File: src/rtl/picoblaze_irq_pkg.sv
// Shared constants for the Picoblaze interrupt controller: register offsets,
// FSM state encoding and source limits.
package picoblaze_irq_pkg;

  localparam int unsigned MAX_SOURCES = 8;
  localparam int unsigned ID_W        = 3;
  localparam int unsigned STATE_W     = 2;

  localparam logic [7:0] REG_STATUS = 8'd0;
  localparam logic [7:0] REG_MASK   = 8'd1;
  localparam logic [7:0] REG_CLEAR  = 8'd2;
  localparam logic [7:0] REG_VECTOR = 8'd3;
  localparam logic [7:0] REG_SET    = 8'd4;

  localparam logic [STATE_W-1:0] ST_IDLE     = 2'd0;
  localparam logic [STATE_W-1:0] ST_ASSERT   = 2'd1;
  localparam logic [STATE_W-1:0] ST_WAIT_CLR = 2'd2;

endpackage

File: src/rtl/irq_priority_enc.sv
// Fixed-priority encoder: reports whether any request is set and the index
// of the lowest-numbered one.
module irq_priority_enc
  import picoblaze_irq_pkg::*;
#(
  parameter int unsigned NUM_SOURCES = 8
) (
  input  logic [NUM_SOURCES-1:0] req,
  output logic                   any,
  output logic [ID_W-1:0]        id
);

  // Scan high to low so the lowest set index is the last one written.
  always_comb begin
    any = 1'b0;
    id  = '0;
    for (int i = int'(NUM_SOURCES) - 1; i >= 0; i--) begin
      if (req[i]) begin
        any = 1'b1;
        id  = ID_W'(i);
      end
    end
  end

endmodule

File: src/rtl/picoblaze_irq_ctrl.sv
// Interrupt controller for KCPSM6: edge-detected pending latch, mask,
// fixed-priority selection, interrupt/ack handshake and port-bus registers.
module picoblaze_irq_ctrl
  import picoblaze_irq_pkg::*;
#(
  parameter int unsigned NUM_SOURCES = 8,
  parameter logic [7:0]  BASE_ADDR   = 8'h10
) (
  input  logic                   clk,
  input  logic                   reset_n,
  input  logic [NUM_SOURCES-1:0] irq_src,
  input  logic [7:0]             port_id,
  input  logic                   write_strobe,
  input  logic                   read_strobe,
  input  logic [7:0]             out_port,
  output logic [7:0]             in_port,
  output logic                   interrupt,
  input  logic                   interrupt_ack
);

  localparam int unsigned N = NUM_SOURCES;

  logic [N-1:0]       irq_src_q;
  logic [N-1:0]       pending;
  logic [N-1:0]       mask;
  logic [N-1:0]       rise;
  logic [N-1:0]       wr_data;
  logic [N-1:0]       clr_bits;
  logic [N-1:0]       set_bits;
  logic [N-1:0]       req;
  logic [7:0]         offset;
  logic [7:0]         pending_ext;
  logic [7:0]         mask_ext;
  logic [7:0]         vector;
  logic [7:0]         rd_data;
  logic               wr_mask;
  logic               wr_clear;
  logic               wr_set;
  logic               busy;
  logic               win_any;
  logic [ID_W-1:0]    win_id;
  logic [ID_W-1:0]    active_id;
  logic [ID_W-1:0]    active_id_nxt;
  logic [STATE_W-1:0] state;
  logic [STATE_W-1:0] state_nxt;
  logic               interrupt_nxt;
  logic               unused_rd;

  // Reads carry no side effects, so the read strobe is not needed.
  assign unused_rd = read_strobe;

  // Offset wraps modulo 256, so only BASE_ADDR..BASE_ADDR+4 hit a register.
  assign offset   = 8'(port_id - BASE_ADDR);
  assign wr_data  = out_port[N-1:0];
  assign wr_mask  = write_strobe && (offset == REG_MASK);
  assign wr_clear = write_strobe && (offset == REG_CLEAR);
  assign wr_set   = write_strobe && (offset == REG_SET);
  assign clr_bits = wr_clear ? wr_data : '0;
  assign set_bits = wr_set ? wr_data : '0;

  assign rise        = irq_src & ~irq_src_q;
  assign req         = pending & mask;
  assign pending_ext = 8'(pending);
  assign mask_ext    = 8'(mask);
  assign busy        = (state == ST_ASSERT) || (state == ST_WAIT_CLR);
  assign vector      = {busy, 4'b0000, active_id};

  irq_priority_enc #(
    .NUM_SOURCES(N)
  ) u_prio (
    .req (req),
    .any (win_any),
    .id  (win_id)
  );

  // Read mux; CLEAR, SET and unmapped offsets read as zero.
  always_comb begin
    rd_data = 8'h00;
    case (offset)
      REG_STATUS: rd_data = pending_ext;
      REG_MASK:   rd_data = mask_ext;
      REG_VECTOR: rd_data = vector;
      default:    rd_data = 8'h00;
    endcase
  end

  // Hardware edges and software sets win over a same-cycle clear.
  always_ff @(posedge clk) begin
    if (!reset_n) begin
      irq_src_q <= '0;
      pending   <= '0;
      mask      <= '0;
      in_port   <= 8'h00;
    end else begin
      irq_src_q <= irq_src;
      pending   <= (pending & ~clr_bits) | set_bits | rise;
      if (wr_mask) begin
        mask <= wr_data;
      end
      in_port   <= rd_data;
    end
  end

  always_ff @(posedge clk) begin
    if (!reset_n) begin
      state     <= ST_IDLE;
      interrupt <= 1'b0;
      active_id <= '0;
    end else begin
      state     <= state_nxt;
      interrupt <= interrupt_nxt;
      active_id <= active_id_nxt;
    end
  end

  // Request is held until ack regardless of later mask/clear changes.
  always_comb begin
    state_nxt     = state;
    interrupt_nxt = 1'b0;
    active_id_nxt = active_id;
    case (state)
      ST_IDLE: begin
        if (win_any) begin
          state_nxt     = ST_ASSERT;
          interrupt_nxt = 1'b1;
          active_id_nxt = win_id;
        end
      end
      ST_ASSERT: begin
        interrupt_nxt = 1'b1;
        if (interrupt_ack) begin
          state_nxt     = ST_WAIT_CLR;
          interrupt_nxt = 1'b0;
        end
      end
      ST_WAIT_CLR: begin
        if (!pending_ext[active_id]) begin
          state_nxt = ST_IDLE;
        end
      end
      default: begin
        state_nxt = ST_IDLE;
      end
    endcase
  end

endmodule
File: config.mk
export PLATFORM = sky130hd
export DESIGN_NAME = picoblaze_irq_ctrl
export DESIGN_NICKNAME = d
export VERILOG_FILES = /design/src/rtl/picoblaze_irq_pkg.sv /design/src/rtl/irq_priority_enc.sv /design/src/rtl/picoblaze_irq_ctrl.sv
export SDC_FILE = /design/constraint.sdc
export NUM_CORES = 1
export LEC_CHECK = 0
export CAP_MARGIN = 0
export CORE_ASPECT_RATIO = 1.4
export CORE_MARGIN = 2
export CORE_UTILIZATION = 44
export DETAILED_ROUTE_END_ITERATION = 6
export PLACE_DENSITY_LB_ADDON = 0.08
export REMOVE_ABC_BUFFERS = 1
export SYNTH_ARGS = -nofsm -noshare
export SYNTH_HDL_FRONTEND = slang
export SYNTH_SLANG_ARGS = --single-unit
export TNS_END_PERCENT = 30
File: constraint.sdc
create_clock -name clk -period 1.7 [get_ports clk]
set_clock_uncertainty 0.15 [all_clocks]
set_input_delay 0.34 -clock clk [delete_from_list [all_inputs] [get_ports clk]]
set_output_delay 0.34 -clock clk [all_outputs]
set_load 0.01 [all_outputs]
; ---- After elaboration in Yosys (flattened, before gate mapping)
; Index checks and enable logic that the tools add are counted.
[totals]
register_bits = 38
in_bits = 29
output_inout_bits = 9
[op_classes]
addsub = 1
n_lt_le_gt_ge = 1
n_eq_ne = 9
mux = 28
n_bitwise = 7
n_reduce_logical = 8
[ops]
columns = cell, count
row1 = $and 8x8->8, 3
row2 = $mux 3, 8
row3 = $pmux 8 s3, 1
row4 = $eq 8x2->1 const B, 2
row5 = $mux 8, 2
row6 = $not 8->8, 2
row7 = $or 8x8->8, 2
row8 = $mux 1, 11
row9 = $eq 8x1->1 const B, 1
row10 = $eq 8x3->1 const B, 1
row11 = $logic_not 8->1, 1
row12 = $sub 8x5->8 const B, 1
row13 = $mux 2, 3
row14 = $pmux 2 s3, 1
row15 = $lt 3x4->1 const B, 1
row16 = $ne 2x2->1 const B, 2
row17 = $bmux 1 s3, 1
row18 = $logic_and 1x1->1, 3
row19 = $reduce_and 3->1, 1
row20 = $eq 2x1->1 const B, 1
row21 = $eq 2x2->1 const B, 1
row22 = $logic_not 2->1, 1
row23 = $ne 2x1->1 const B, 1
row24 = $pmux 1 s2, 1
row25 = 2 further kinds, 2

; ---- Longest topological paths before layout
[logic_depth]
ltp_word = 11
mapped_depth = 6
ltp_nobuf = 6

; ---- By module
; From an unflattened synthesis, not the netlist that was laid out.
[hier_totals]
cells_unflattened = 189
hier_area_um2 = 1836.8
[modules_own_cells]
columns = mod, n_inst, cells_each, area_each_um2, seq_area_each_um2
row1 = picoblaze_irq_ctrl, 1, 176, 1756.7, 760.7
row2 = irq_priority_enc, 1, 13, 80.1, 0.0

; ---- Least setup slack after synthesis
; Ideal clock, no wire load.
[synth_timing]
path_kind = in2reg
startpoint = in port_id[3]
endpoint = reg pending[0]
arrival_time_ns = 1.547
required_time_ns = 1.417
setup_slack_ns = -0.129
path_stages = 6
n_path_buf = 1
path_cell_list = or4b_4 -> nor3_4 -> and4b_1 -> buf_4 -> a21bo_1 -> a21oi_1
[synth_between]
elab_chain_cells = 8
elab_cells_between_ends = 11
classes_between = add/sub: 1 / eq/ne: 2 / mux: 2 / bitwise: 4 / reduce/logical: 2
[synth_lines]
columns = element, line
row1 = from (decl), picoblaze_irq_ctrl.sv:12  ; input logic [7:0] port_id,
row2 = $sub 8x5->8 (*), picoblaze_irq_ctrl.sv:53  ; assign offset = 8'(port_id - BASE_ADDR);
row3 = $eq 8x2->1, picoblaze_irq_ctrl.sv:56  ; assign wr_clear = write_strobe && (offset == REG_CLEAR);
row4 = $logic_and 1x1->1, picoblaze_irq_ctrl.sv:56
row5 = $mux 8, picoblaze_irq_ctrl.sv:58  ; assign clr_bits = wr_clear ? wr_data : '0;
row6 = $not 8->8, picoblaze_irq_ctrl.sv:96  ; pending <= (pending & ~clr_bits) | set_bits | rise;
row7 = $and 8x8->8, picoblaze_irq_ctrl.sv:96
row8 = $or 8x8->8 (*) (2 in series), picoblaze_irq_ctrl.sv:96
row9 = to (signal assigned), picoblaze_irq_ctrl.sv:96
row10 = to (decl), picoblaze_irq_ctrl.sv:24  ; logic [N-1:0] pending;
; Mark *: on every way between the ends. The rest lies on a longest branch, timed or not.
; A chain may end at the register's enable or synchronous reset.

; ---- Worst setup path after layout
[layout_timing]
startpoint = in port_id[6]
endpoint = reg pending[6]
; The elaborated chain is that of the path after synthesis.

==> impl_metrics.yaml <==
run_status:
  outcome: "complete, no violations"
route:
  dr_total_vias: 1478
  via_per_inst: 5.45
  met1_length_um: 1580
  drtIter0Drc: 36
  wl_met2_um: 2170
  drtPass1Iterations: 5
  top_layer_used: "met4"
  met3WireLength_um: 187
  ant_nets: 0
  routedWlPerCell_um: 14.7
  wl_um: 3990
  drc: 0
clock_network:
  clock_latency_ns: 0.29
  root_buffer: "clkbuf_8"
  post_cts_buffers: 0
  numCtsBuffers: 5
  clockBufferDepth: 2
  path_clk_slew_ns: 0.07
  cts_tree: "yes"
  cts_hold_buffers: 0
  htreeDepth: 2
  clock_sinks: 38
placed_design:
  pre_cts_slack_ns: -0.602
  io_buffers: 36
  place.gp.congestion: 0.861
  dp_hpwl_um: 3030
  dp.cells: 263
sta:
  timing.fmax_mhz: 606
  hold_viol_final: 0
  worst_pin_slew_ns: 0.375
  period_needed_ns: 1.65
  final_max_slew_viol_count: 0
  setup_viol: 0
  fin_crit_sh: 0.971
  slew_headroom: 0.750
  setup_slack_ns: 0.0492
finish:
  syn_to_final_growth_pct: 39.9
  instances_no_fill: 271
  nNetsFinal: 261
  nFillCells: 326
  drive_gt1_frac: 0.192
  antenna_cells: 0
setup_path:
  critical_path_class: "primary input to register"
  cpPeakStageDelay_ns: 0.55
  reg2reg_slack_ns: 0.09
  reg2reg_from: "active_id[0]$_SDFFE_PN0P_"
  cp.arrival_ns: 1.68
  startpoint_type: "primary input"
  endpoint_kind: "register"
  cp_max_fo: 8
  worstRegToRegCells: 5
  timing.critical_path.mode_cell: "buf_6"
  r2r_end: "state[1]$_SDFFE_PN0P_"
  critPathRequiredTime_ns: 1.73
  path_cells: "buf_6 -> or4b_4 -> nor3_4 -> and4b_1 -> buf_6 -> a21bo_1 -> a21oi_2"
  crit_slowest_cell: "or4b_4"
yosys:
  yosys_warnings: 0
  synth_cell_types: 35
  syn_inst: 174
  ys_ff_latch: 38
  syn_area_per_cell_um2: 9.83
  synth_area_um2: 1710
  ys_seq_area_frac: 0.445
floorplanning:
  row_count: 26
  io_pins: 38
  fp.dieW_um: 56.7
  die_area_um2: 4410
  start_util: 0.465
  die_h_um: 77.8
  core_area_um2: 3680
global_route:
  grt_pass1_vias: 1437
  overflow: 0
  grt_pass1_wl_um: 6820
  grt.total_usage: 0.197
  grt_max_degree: 16
  grt_antenna_before_repair: 0
min_path:
  hp-class: "register to register"
  holdCritStartpoint: "state[1]$_SDFFE_PN0P_"
  hold_depth: 2
  hold-path-endpoint: "state[1]$_SDFFE_PN0P_"
power_and_ir_drop:
  max-vdd-ir-drop_mv: 1.01
  powerDensity_nw_per_um2: 891
  power_leakage_uw: 0.00101
  total_power_uw: 2130
job:
  maxCapViolations: 0
## worst max-delay path: cells and delay by family
kind	cells	cell delay [ns]
buf+inv	2	0.23
simple gates	3	0.94
compound gates	2	0.18
## synthesized netlist by cell type
master     count  area (um^2)
a211o_1        1         8.76
a211oi_1       1         7.51
a21bo_1        8         80.1
a21oi_1       20          100
a22o_1         1         8.76
a22oi_1        9         67.6
a32o_1         1         10.0
and2_1         8         50.1
and4b_1        1         10.0
buf_2          1         5.00
buf_4          1         7.51
buf_6          1         11.3
clkbuf_1       4         15.0
dfxtp_1       38          761
ha_1           4         50.1
inv_1          5         18.8
mux2_2         4         45.0
mux2i_1       12          120
mux4_2         2         45.0
nand2_1        5         18.8
nand2_2        1         6.26
nand2b_1       1         6.26
nand3_1        5         25.0
nand3b_1       1         7.51
nand4_1        1         6.26
nand4b_1       1         8.76
nor2_1        19         71.3
nor2b_1        8         50.1
nor3_1         1         5.00
nor3_4         2         32.5
o2111ai_1      1         8.76
o21ai_0        3         15.0
o31ai_1        1         7.51
or2_1          1         6.26
or4b_4         1         13.8
## cell usage in the layout, fill, tap and decap left out, types with 2 or more instances in the layout
master           count
buf_4               15
ha_1                 4
inv_1                5
a22oi_1              8
mux2i_1             12
o21ai_0              3
nand2_1              5
nor3_4               2
buf_6                3
dfxtp_1             37
bufinv_16            2
a21oi_1             19
a21bo_1              8
clkdlybuf4s50_1     32
nor2b_1              8
nand3_1              5
buf_2                2
mux4_2               2
and2_1               8
clkbuf_8             6
mux2_2               4
nor2_1              19
## where the power goes
group          internal [uW]  switching (uW)  total (uW)
combinational            137            97.8         235
clock                    626             322         948
sequential               921            28.2         950
## state kept, by name, indices dropped and copies added (netlist names)
signal and cells:
pending 8, irq_src_q 8, interrupt 1, in_port 8, active_id 3, state 2, mask 8
## routing by layer
layer,up-vias,track usage
met5,-,0
met4,0,0.0643
met3,5,0.0467
met2,48,0.353
met1,698,0.225
li1,727,-
## layout make-up
class                   instances  area (um^2)  share of cell area
multi-input cells             124          910               0.380
flip-flops and latches         38          762               0.319
repair buffers                 54          507               0.212
clock buffers                   6         82.6              0.0345
clock inverters                 2         60.1              0.0251
well taps                      42         52.6              0.0220
inverters                       5         18.8             0.00785
## worst max path at each step
stage / startpoint / endpoint / cells past startpoint
6_report: port_id[6] / pending[6]$_SDFF_PN0_ / 7
5_1_grt: active_id[0]$_SDFFE_PN0P_ / state[1]$_SDFFE_PN0P_ / 5
4_1_cts: port_id[6] / pending[6]$_SDFF_PN0_ / 7
3_5_place_dp: port_id[3] / pending[6]$_SDFF_PN0_ / 7
3_3_place_gp: port_id[3] / pending[0]$_SDFF_PN0_ / 7
2_1_floorplan: port_id[3] / mask[0]$_SDFFE_PN0P_ / 5
## cells by family (layout without fill, tap and decap cells)
group           count (synthesis)  count (layout)  share of synthesized area
flops                          38              38                      0.445
compound gates                 46              46                      0.184
buf+inv                        12              67                     0.0336
mux                            18              18                      0.123
simple gates                   56              56                      0.186
fa+ha+maj                       4               4                     0.0293
## repair_timing
item	CTS	global route
hold endpoints to repair	0	0
resized for setup	17	3
pin swaps	6	3
cloned	0	0
setup endpoints to repair	25	20
## through the flow
stage / hold slack, ns / setup TNS [ns] / area (um^2) / utilization
floorplan: 0.312 / -4.16 / 1670 / -
global placement: 0.332 / -11.95 / 2230 / 0.607
detailed placement: 0.346 / -12.86 / 2230 / 0.607
CTS: 0.361 / 0 / 2380 / 0.647
global route: 0.405 / -0.0217 / 2390 / 0.651
finish: 0.362 / 0 / 2390 / 0.651
(Power assumes the default switching activity.)
